`src/rtl/cpu_pkg.sv`:
```
// Shared types for the pipeline hazard controller: bypass selects and FSM states.
package cpu_pkg;

  typedef enum logic [1:0] {
    FWD_NONE = 2'b00,
    FWD_WB   = 2'b01,
    FWD_MEM  = 2'b10
  } fwd_sel_t;

  typedef enum logic {
    RUN     = 1'b0,
    MEMWAIT = 1'b1
  } hazard_state_t;

endpackage

```
`src/rtl/forwarding_unit.sv`:
```
// Execute-operand bypass select for one source register; the Memory stage wins over Writeback.
module forwarding_unit
  import cpu_pkg::*;
#(
  parameter int unsigned ADDRESSWIDTH = 4
) (
  input  logic [ADDRESSWIDTH-1:0] rsE,
  input  logic [ADDRESSWIDTH-1:0] rdM,
  input  logic [ADDRESSWIDTH-1:0] rdW,
  input  logic                    regWriteM,
  input  logic                    regWriteW,
  output fwd_sel_t                fwd
);

  always_comb begin
    fwd = FWD_NONE;
    if (regWriteM && (rdM != '0) && (rdM == rsE)) begin
      fwd = FWD_MEM;
    end else if (regWriteW && (rdW != '0) && (rdW == rsE)) begin
      fwd = FWD_WB;
    end
  end

endmodule

```
`src/rtl/hazard_controller.sv`:
```
// Pipeline stall/flush/bypass control with a memory-wait watchdog.
// Optional HAZARD_PERF_CNT_EN adds saturating stall and flush cycle counters.
module hazard_controller
  import cpu_pkg::*;
#(
  parameter int unsigned ADDRESSWIDTH = 4,
  parameter int unsigned MEM_TIMEOUT  = 15,
  parameter int unsigned CNTWIDTH     = 16
) (
  input  logic                    clk,
  input  logic                    reset,
  input  logic [ADDRESSWIDTH-1:0] rs1D,
  input  logic [ADDRESSWIDTH-1:0] rs2D,
  input  logic [ADDRESSWIDTH-1:0] rs1E,
  input  logic [ADDRESSWIDTH-1:0] rs2E,
  input  logic [ADDRESSWIDTH-1:0] rdE,
  input  logic                    memToRegE,
  input  logic                    takeBranchE,
  input  logic [ADDRESSWIDTH-1:0] rdM,
  input  logic [ADDRESSWIDTH-1:0] rdW,
  input  logic                    regWriteM,
  input  logic                    regWriteW,
  input  logic                    memReqM,
  input  logic                    memReadyM,
  output logic                    stallF,
  output logic                    stallD,
  output logic                    stallE,
  output logic                    stallM,
  output logic                    flushD,
  output logic                    flushE,
  output logic [1:0]              forwardAE,
  output logic [1:0]              forwardBE,
  output logic                    memTimeout
`ifdef HAZARD_PERF_CNT_EN
  ,
  output logic [CNTWIDTH-1:0]     stallCycles,
  output logic [CNTWIDTH-1:0]     flushCycles
`endif
);

  localparam int unsigned WaitW = $clog2(MEM_TIMEOUT + 1);

  if (CNTWIDTH < 1 || ADDRESSWIDTH < 1 || MEM_TIMEOUT < 1) begin : g_param_check
    $error("hazard_controller: parameters must be at least 1");
  end

  hazard_state_t    r_state, w_state_d;
  logic [WaitW-1:0] r_wait_cnt, w_wait_cnt_d;
  logic             r_timeout;
  logic             w_mem_busy, w_load_use;
  fwd_sel_t         w_fwd_a, w_fwd_b;

  assign w_mem_busy = memReqM & ~memReadyM;
  assign w_load_use = memToRegE && (rdE != '0) && ((rdE == rs1D) || (rdE == rs2D));

  forwarding_unit #(.ADDRESSWIDTH(ADDRESSWIDTH)) u_fwd_a (
    .rsE      (rs1E),
    .rdM      (rdM),
    .rdW      (rdW),
    .regWriteM(regWriteM),
    .regWriteW(regWriteW),
    .fwd      (w_fwd_a)
  );

  forwarding_unit #(.ADDRESSWIDTH(ADDRESSWIDTH)) u_fwd_b (
    .rsE      (rs2E),
    .rdM      (rdM),
    .rdW      (rdW),
    .regWriteM(regWriteM),
    .regWriteW(regWriteW),
    .fwd      (w_fwd_b)
  );

  // A memory wait freezes everything; a held branch then applies once the wait ends.
  always_comb begin
    stallF    = 1'b0;
    stallD    = 1'b0;
    stallE    = 1'b0;
    stallM    = 1'b0;
    flushD    = 1'b0;
    flushE    = 1'b0;
    forwardAE = FWD_NONE;
    forwardBE = FWD_NONE;
    if (!reset) begin
      forwardAE = w_fwd_a;
      forwardBE = w_fwd_b;
      if (w_mem_busy) begin
        stallF = 1'b1;
        stallD = 1'b1;
        stallE = 1'b1;
        stallM = 1'b1;
      end else if (takeBranchE) begin
        flushD = 1'b1;
        flushE = 1'b1;
      end else if (w_load_use) begin
        stallF = 1'b1;
        stallD = 1'b1;
        flushE = 1'b1;
      end
    end
  end

  // waitCnt equals the number of consecutive busy cycles, saturating at MEM_TIMEOUT.
  always_comb begin
    w_state_d    = w_mem_busy ? MEMWAIT : RUN;
    w_wait_cnt_d = '0;
    if (w_mem_busy) begin
      if (r_state == RUN) begin
        w_wait_cnt_d = WaitW'(1);
      end else if (r_wait_cnt == WaitW'(MEM_TIMEOUT)) begin
        w_wait_cnt_d = r_wait_cnt;
      end else begin
        w_wait_cnt_d = r_wait_cnt + WaitW'(1);
      end
    end
  end

  always_ff @(posedge clk) begin
    if (reset) begin
      r_state    <= RUN;
      r_wait_cnt <= '0;
      r_timeout  <= 1'b0;
    end else begin
      r_state    <= w_state_d;
      r_wait_cnt <= w_wait_cnt_d;
      if (w_mem_busy && (w_wait_cnt_d == WaitW'(MEM_TIMEOUT))) begin
        r_timeout <= 1'b1;
      end
    end
  end

  assign memTimeout = r_timeout;

`ifdef HAZARD_PERF_CNT_EN
  logic [CNTWIDTH-1:0] r_stall_cycles, r_flush_cycles;

  always_ff @(posedge clk) begin
    if (reset) begin
      r_stall_cycles <= '0;
      r_flush_cycles <= '0;
    end else begin
      if (stallF && !(&r_stall_cycles)) begin
        r_stall_cycles <= r_stall_cycles + CNTWIDTH'(1);
      end
      if (flushE && !(&r_flush_cycles)) begin
        r_flush_cycles <= r_flush_cycles + CNTWIDTH'(1);
      end
    end
  end

  assign stallCycles = r_stall_cycles;
  assign flushCycles = r_flush_cycles;
`endif

endmodule

```
`config.mk`:
```
export PLATFORM = sky130hd
export DESIGN_NAME = hazard_controller
export DESIGN_NICKNAME = d
export VERILOG_FILES = /design/src/rtl/cpu_pkg.sv /design/src/rtl/forwarding_unit.sv /design/src/rtl/hazard_controller.sv
export SDC_FILE = /design/constraint.sdc
export NUM_CORES = 1
export LEC_CHECK = 0
export ABC_AREA = 1
export BUFFER_PORTS_ARGS = -buffer_cell sky130_fd_sc_hd__buf_4
export CORE_MARGIN = 2
export CORE_UTILIZATION = 42
export DETAILED_ROUTE_END_ITERATION = 8
export PLACE_DENSITY = 0.89
export SLEW_MARGIN = 30
export SYNTH_ARGS = -nofsm -noshare
export SYNTH_HDL_FRONTEND = slang
export SYNTH_SLANG_ARGS = --single-unit
export TNS_END_PERCENT = 30
```
`constraint.sdc`:
```
create_clock -name clk -period 1.8 [get_ports clk]
set_clock_uncertainty 0.1 [all_clocks]
set_input_delay 0.45 -clock clk [delete_from_list [all_inputs] [get_ports clk]]
set_output_delay 0.45 -clock clk [all_outputs]
set_load 0.005 [all_outputs]
```
======== Yosys cells after proc, flatten, opt, wreduce, memory -nomap -nowiden ========
Index checks and enable logic that the tools add are counted.
word-level totals
  logic and storage cells ................. 48
  register bits after elaboration ......... 6
  input bits .............................. 36
cells by class
  reduce and logical (&&, ||, !) cells .... 13
  eq/ne operators ......................... 8
  mux-type cells .......................... 21
  bitwise gates (word level) .............. 2
  add/sub/neg operators ................... 1
operator list
  operator                                                        count
  4-bit == test                                                   6
  1-bit 2-to-1 mux                                                14
  4-bit 2-to-1 mux                                                3
  4-bit nonzero test                                              3
  1-bit logical AND                                               9
  4-bit == test (second input constant)                           2
  2-bit 2-to-1 mux                                                4
  4-bit by 1-bit adder with 4-bit output (second input constant)  1
  1-bit AND                                                       1
  1-bit logical OR                                                1
  1-bit inverter                                                  1

======== Depth between registers and ports, before layout ========
Gate-level depths: netlist (run 1).
  depth after elaboration ................. 7
  depth in mapped cells ................... 9
  depth with buffers taken out ............ 9

======== Cells and area by module ========
From an unflattened synthesis (run 1), not the netlist that was laid out.
second synthesis, totals
  cells, all modules ...................... 170
  area total of the unflattened synthesis .. 858.3 sq um
by module, submodules not included
  module             area each (sq um)  cells each  instances
  hazard_controller  488.0              76          1
  forwarding_unit    185.2              47          2

======== Worst setup path after synthesis (run 1) ========
Ideal clock, no wire load.
  path kind ............................... input-to-output
  from .................................... input port reset
  to ...................................... output port stallF
  required time ........................... 1.250 ns
  cell stages on the path ................. 5
  slack ................................... 0.115 ns
  arrival ................................. 1.135 ns
  cells stage by stage .................... buf_2 > nor2_1 > inv_1 > nand2_1 > buf_4
between the ends
  longest elaborated chain between the ends .. 1
RTL lines
  what                RTL line                 source
  start: declaration  hazard_controller.sv:11  input logic reset,
  1-bit 2-to-1 mux    n/a
  end: declaration    hazard_controller.sv:25  output logic stallF,
No other way between the ends.

======== Worst setup path after layout (run 1) ========
  from .................................... input port rs2E[0]
  to ...................................... output port forwardBE[0]
between the ends
  longest elaborated chain between the ends .. 5
  elaborated cells between the ends (all ways) .. 7
  classes of those cells .................. eq/ne: 2; mux: 3; reduce/logical: 2
RTL lines
  what                  RTL line                 source
  start: declaration    hazard_controller.sv:15  input logic [ADDRESSWIDTH-1:0] rs2E,
  4-bit == test         forwarding_unit.sv:19    end else if (regWriteW && (rdW != '0) && (rdW == rsE)) begin
  1-bit logical AND     forwarding_unit.sv:19
  1-bit 2-to-1 mux      forwarding_unit.sv:19
  2-bit 2-to-1 mux (*)  forwarding_unit.sv:17    if (regWriteM && (rdM != '0) && (rdM == rsE)) begin
  2-bit 2-to-1 mux (*)  hazard_controller.sv:84  if (!reset) begin
  end: declaration      hazard_controller.sv:32  output logic [1:0] forwardBE,
Mark *: on every way between the ends. The rest lies on a longest branch, timed or not.

==> flow_summary.json, run 1 <==
{
  "min_period_ps": 1791,
  "hold_depth": 2,
  "worstReg2RegEnd": "memTimeout",
  "first_pass_iters": 4,
  "grt_max_degree": 9,
  "period_share_pct": 99.52,
  "finalPower_uw": 466.9,
  "fin_hold_ws_ps": 361.4,
  "cp_max_fo": 3,
  "clk_latency_ps": 250,
  "finish.net_count": 212,
  "vias_per_cell": 4.905,
  "final.fill_count": 141,
  "drc_errors": 0,
  "synth-seq-area-share_pct": 16.11,
  "power.density_nw_per_um2": 378.5,
  "drt_wl_total_um": 2112,
  "end_kind": "primary output",
  "gp_congestion": 0.7419,
  "crit_required_ps": 1250,
  "irDropWorstVdd_uv": 281.3,
  "worst_hold_path.endpoint": "memTimeout",
  "dieHeight_um": 46.14,
  "antenna_found_initial": 0,
  "hold_buffers": 0,
  "die_area_sq_um": 2128,
  "grt_pass1_vias": 901,
  "yosysWarnings": 0,
  "tightest_slew_ps": 217.8,
  "synth.distinct_cells": 23,
  "r2r-start": "r_wait_cnt[0]",
  "final_max_slew_viol_count": 0,
  "clk_pin_slew_ps": 50,
  "power.leakage_nw": 0.6488,
  "rsz0062_at_grt": "true",
  "syn_to_final_growth_pct": 65.44,
  "worstRegToRegCells": 8,
  "cts_made_buffers": 3,
  "globalRouteTotalUtil_pct": 21.38,
  "rrSetupSlack_ps": 410,
  "drv_cap": 0,
  "htreeDepth": 1,
  "die_width_um": 46.14,
  "crit_path_frequent_cell": "nor2_1",
  "grt_pass1_wl_um": 3312,
  "finalSetupViolCount": 0,
  "ys_ff_latch": 6,
  "drtAntennaViolNets": 0,
  "worst-setup-path-type": "input pin to primary output",
  "synth_nets": 160,
  "start_util_pct": 44.15,
  "cp_slowest_stage_delay_ps": 250,
  "drt_iter0_drc": 8,
  "insertedDiodeCount": 0,
  "pin_count": 47,
  "cp.arrival_ps": 1240,
  "rows": 15,
  "layout-drive-gt1-share_pct": 36.42,
  "ctsLongestPathBuffers": 2,
  "startpoint_type": "input pin",
  "slowest_stage": "or2_1",
  "max-slew-margin-rel_pct": 85.35,
  "synth_top_cell_by_area": "dfxtp_1",
  "hp-class": "flip-flop to flip-flop",
  "grt_overflow_total": 0,
  "hold_viol": 0,
  "dp.cells": 187,
  "root_buffer": "clkbuf_4",
  "stdcell_area_sq_um": 1234,
  "placed_area_sq_um": 1122,
  "wl_per_cell_um": 11.12,
  "cts_tree": "done",
  "synth_top_cell_area_share_pct": 16.11,
  "clkSinkCount": 6,
  "synthTopCellsByArea": "dfxtp_1 16%, xor2_1 15%, nor2_1 13%, nand2_1 11%, xnor2_1 9.4%",
  "holdCritStartpoint": "memTimeout",
  "syn_area_sq_um": 745.7,
  "avgSynthCellArea_sq_um": 6.063,
  "crit_chain": "buf_8 > xor2_1 > or2_1 > nor2_1 > nor2_1 > buf_4",
  "dp.final_hpwl_um": 1821,
  "fmax_mhz": 558.2,
  "status": "finished, final reports clean",
  "port_buffers": 46,
  "core_sq_um": 1689,
  "final_cells": 190,
  "vias": 932,
  "synthCells": 123
}
synth_stat cells, drive strengths merged:
cell type,count
nor2,26
nand2,22
inv,18
xor2,13
nand3,9
xnor2,8
dfxtp,6
buf,3
nand4,3
o21ai,3
a21oi,2
nor3,2
or2,2
a21boi,1
a31oi,1
and3,1
ha,1
nor4,1
o211ai,1
worst max path at each step:
stage	startpoint	endpoint	cells after the start
finish	rs2E[0]	forwardBE[0]	6
global route	rs2E[2]	forwardBE[1]	6
CTS	rdW[0]	forwardAE[0]	7
detailed placement	rdW[0]	forwardAE[0]	7
global placement	rdW[0]	forwardAE[0]	7
floorplan	reset	stallF	5
flip-flops by register name (all words and copies together), names as in the netlist:
| signal | count |
|---|---|
| memTimeout | 1 |
| r_state | 1 |
| r_wait_cnt | 4 |
cells in the final DEF (no fill, tap or decap), drive strengths merged, types with 2 or more instances in the layout:
master  synthesis  layout
nand4           3       3
clkbuf          0       3
nor3            2       2
o21ai           3       3
dfxtp           6       6
a21oi           2       2
inv            18      18
nor2           26      26
nand3           9       9
nand2          22      22
xnor2           8       8
or2             2       2
xor2           13      13
buf             3      50
worst max-delay path, delay by kind of cell:
kind	cells	cell delay (ps)
XOR/XNOR	1	140
buffers and inverters	2	230
AND/OR/NAND/NOR	3	410
power by group:
part / total [mW] / switching, mW / internal, mW
Sequential: 0.137 / 0.00238 / 0.135
Combinational: 0.201 / 0.0821 / 0.119
Clock: 0.128 / 0.0525 / 0.0757
cell type report:
type	count	area, sq um	area share [%]
tap	17	21.27	1.724
sequential	6	120.1	9.736
multi-input combinational	96	560.5	45.44
clock buffer	3	22.52	1.826
inverter	18	70.07	5.680
timing repair buffer	50	439.2	35.60
layer usage:
layer	wire length (um)	part of all wire [%]	vias to the layer above	GRT usage [%]
met5	0	0	-	0
met4	27	1.3	0	8.000
met3	137	6.5	5	3.137
met2	1190	56	39	44.72
met1	757	36	408	19.81
li1	-	-	480	-
timing repair:
action / 4_1_cts / 5_1_grt
setup endpoints to repair: 3 / 6
gates cloned: 0 / 0
setup buffers: 0 / 0
pin swaps: 4 / 19
gates resized for setup: 6 / 22
stage by stage:
step	utilization [%]	worst slack [ps]	TNS, ps
2_1_floorplan	-	115.4	0
3_3_place_gp	66.44	-44.30	-49.32
3_5_place_dp	66.44	-92.81	-143.5
4_1_cts	68.74	1.726	0
5_1_grt	73.04	-43.10	-191.9
6_report	73.04	8.614	0
logic make-up (layout without fill, tap and decap cells):
kind of cell / count (synthesis) / after routing / synth area share (%)
and+or+nand+nor: 66 / 66 / 39.10
xor gates and xnor gates: 21 / 21 / 24.66
buffers and inverters: 21 / 71 / 11.74
AOI/OAI and AO/OA: 8 / 8 / 6.712
DFF: 6 / 6 / 16.11
adders and majority gates: 1 / 1 / 1.678
No activity file was read; power rests on OpenSTA's default activity.
==> run 2: changes to the inputs <==
Settings changed: SLEW_MARGIN 30 to default.
Clock period 1.8 ns to 1.7 ns, I/O delays scaled along.
==> flow_summary.json, run 2 (same netlist as run 1, synthesis figures left out) <==
{
  "cts_tree": "done",
  "clk_pin_slew_ps": 50,
  "dieHeight_um": 46.14,
  "rsz0062_at_grt": "true",
  "layout-drive-gt1-share_pct": 39.08,
  "slowest_stage": "and3_1",
  "drv_cap": 0,
  "worst_hold_path.endpoint": "memTimeout",
  "start_util_pct": 44.15,
  "startpoint_type": "input pin",
  "grt_pass1_vias": 925,
  "fmax_mhz": 574.2,
  "path_buf_inv": 2,
  "worst-setup-path-type": "input pin to primary output",
  "final_cell_mix": "31 x buf_4, 24 x nor2_1, 19 x nand2_1, 19 x buf_6, 17 x inv_1",
  "root_buffer": "clkbuf_4",
  "cp_max_fo": 2,
  "hold_buffers": 0,
  "critical_path.top_delay_family": "simple AND/OR/NAND/NOR gates",
  "clkSinkCount": 6,
  "die_area_sq_um": 2128,
  "vias": 961,
  "die_width_um": 46.14,
  "drc_errors": 0,
  "finalPower_uw": 505.0,
  "finish.net_count": 213,
  "globalRouteTotalUtil_pct": 23.10,
  "drtAntennaViolNets": 0,
  "power.density_nw_per_um2": 395.7,
  "holdCritStartpoint": "memTimeout",
  "final_max_slew_viol_count": 0,
  "crit_path_frequent_cell": "buf_4",
  "wl_per_cell_um": 12.46,
  "end_kind": "primary output",
  "hp-class": "flip-flop to flip-flop",
  "port_buffers": 46,
  "fin_hold_ws_ps": 359.8,
  "hold_viol": 0,
  "vias_per_cell": 5.031,
  "cts_made_buffers": 3,
  "pin_count": 47,
  "final_common_cell": "buf_4",
  "tightest_slew_ps": 223.5,
  "ctsLongestPathBuffers": 2,
  "fin_ws_ps": -41.70,
  "grt_max_degree": 9,
  "power.leakage_nw": 0.6651,
  "placed_area_sq_um": 1130,
  "drt_wl_total_um": 2380,
  "first_pass_iters": 4,
  "setup_tns_ps": -93.25,
  "gp_congestion": 0.8048,
  "cp.arrival_ps": 1220,
  "antenna_found_initial": 0,
  "rows": 15,
  "period_share_pct": 102.5,
  "grt_pass1_wl_um": 3498,
  "dp.cells": 188,
  "crit_chain": "buf_4 > nor2_4 > nand2_2 > o21ai_2 > nor2_1 > and3_1 > buf_4",
  "fin_util_pct": 75.56,
  "clk_latency_ps": 250,
  "violations": "negative setup slack",
  "insertedDiodeCount": 0,
  "largest_register_ffs": 4,
  "max-slew-margin-rel_pct": 84.96,
  "status": "complete, but fails checks",
  "rrSetupSlack_ps": 310,
  "grt_overflow_total": 0,
  "cts_setup_buffers": 0,
  "r2r-start": "r_wait_cnt[0]",
  "top_register": "r_wait_cnt",
  "final_cells": 191,
  "htreeDepth": 1,
  "place_ws_ps": -128.4,
  "crit_required_ps": 1170,
  "dp.final_hpwl_um": 1882,
  "worstRegToRegCells": 9,
  "drt_iter0_drc": 21,
  "cp_slowest_stage_delay_ps": 160,
  "worstReg2RegEnd": "memTimeout",
  "stdcell_area_sq_um": 1276,
  "syn_to_final_growth_pct": 71.14,
  "core_sq_um": 1689,
  "hold_depth": 2,
  "irDropWorstVdd_uv": 263.5,
  "finalSetupViolCount": 4,
  "min_period_ps": 1742
}
run 2: worst reg2reg max path, delay by kind of cell, from the launching register on:
family                     cells  cell delay, ps
buffers and inverters          2             120
adders and majority gates      1             250
DFF                            1             400
and+or+nand+nor                5             360
AOI/OAI and AO/OA              1             110
run 2: final cells by class:
class / instances / area [sq um]
clock buffers: 3 / 22.52
fillers: 136 / 412.9
inverters: 18 / 70.07
multi-input cells: 96 / 580.6
flip-flops and latches: 6 / 120.1
well taps: 17 / 21.27
repair buffers: 51 / 461.7
run 2: power by group:
group	switching, mW	internal [mW]	leakage [nW]
Sequential	0.00260	0.143	0.0486
Clock	0.0527	0.0799	0.0138
Combinational	0.0932	0.133	0.603
Total	0.148	0.357	0.665
run 2: routing by layer:
layer	share of wire, %	track usage, %	vias to the layer above
met1	34	20.14	420
met3	6.9	5.882	6
met4	1.3	10.29	0
li1	-	-	483
met2	57	47.22	52
met5	0	0	-
run 2: worst max path at each step:
| stage | start | endpoint | slack [ps] | depth (start not counted) |
|---|---|---|---|---|
| finish | rdW[1] | forwardAE[0] | -40 | 7 |
| global route | rdW[0] | forwardBE[0] | -110 | 8 |
| CTS | rs1D[2] | stallD | -40 | 8 |
| detailed placement | rdW[0] | forwardAE[0] | -130 | 7 |
| global placement | rdW[0] | forwardAE[0] | -90 | 7 |
| floorplan | reset | stallF | 70 | 5 |
run 2: timing repair:
item	4_1_cts	5_1_grt
resized for setup	17	20
pin swaps	18	16
endpoints found under the setup margin	7	7
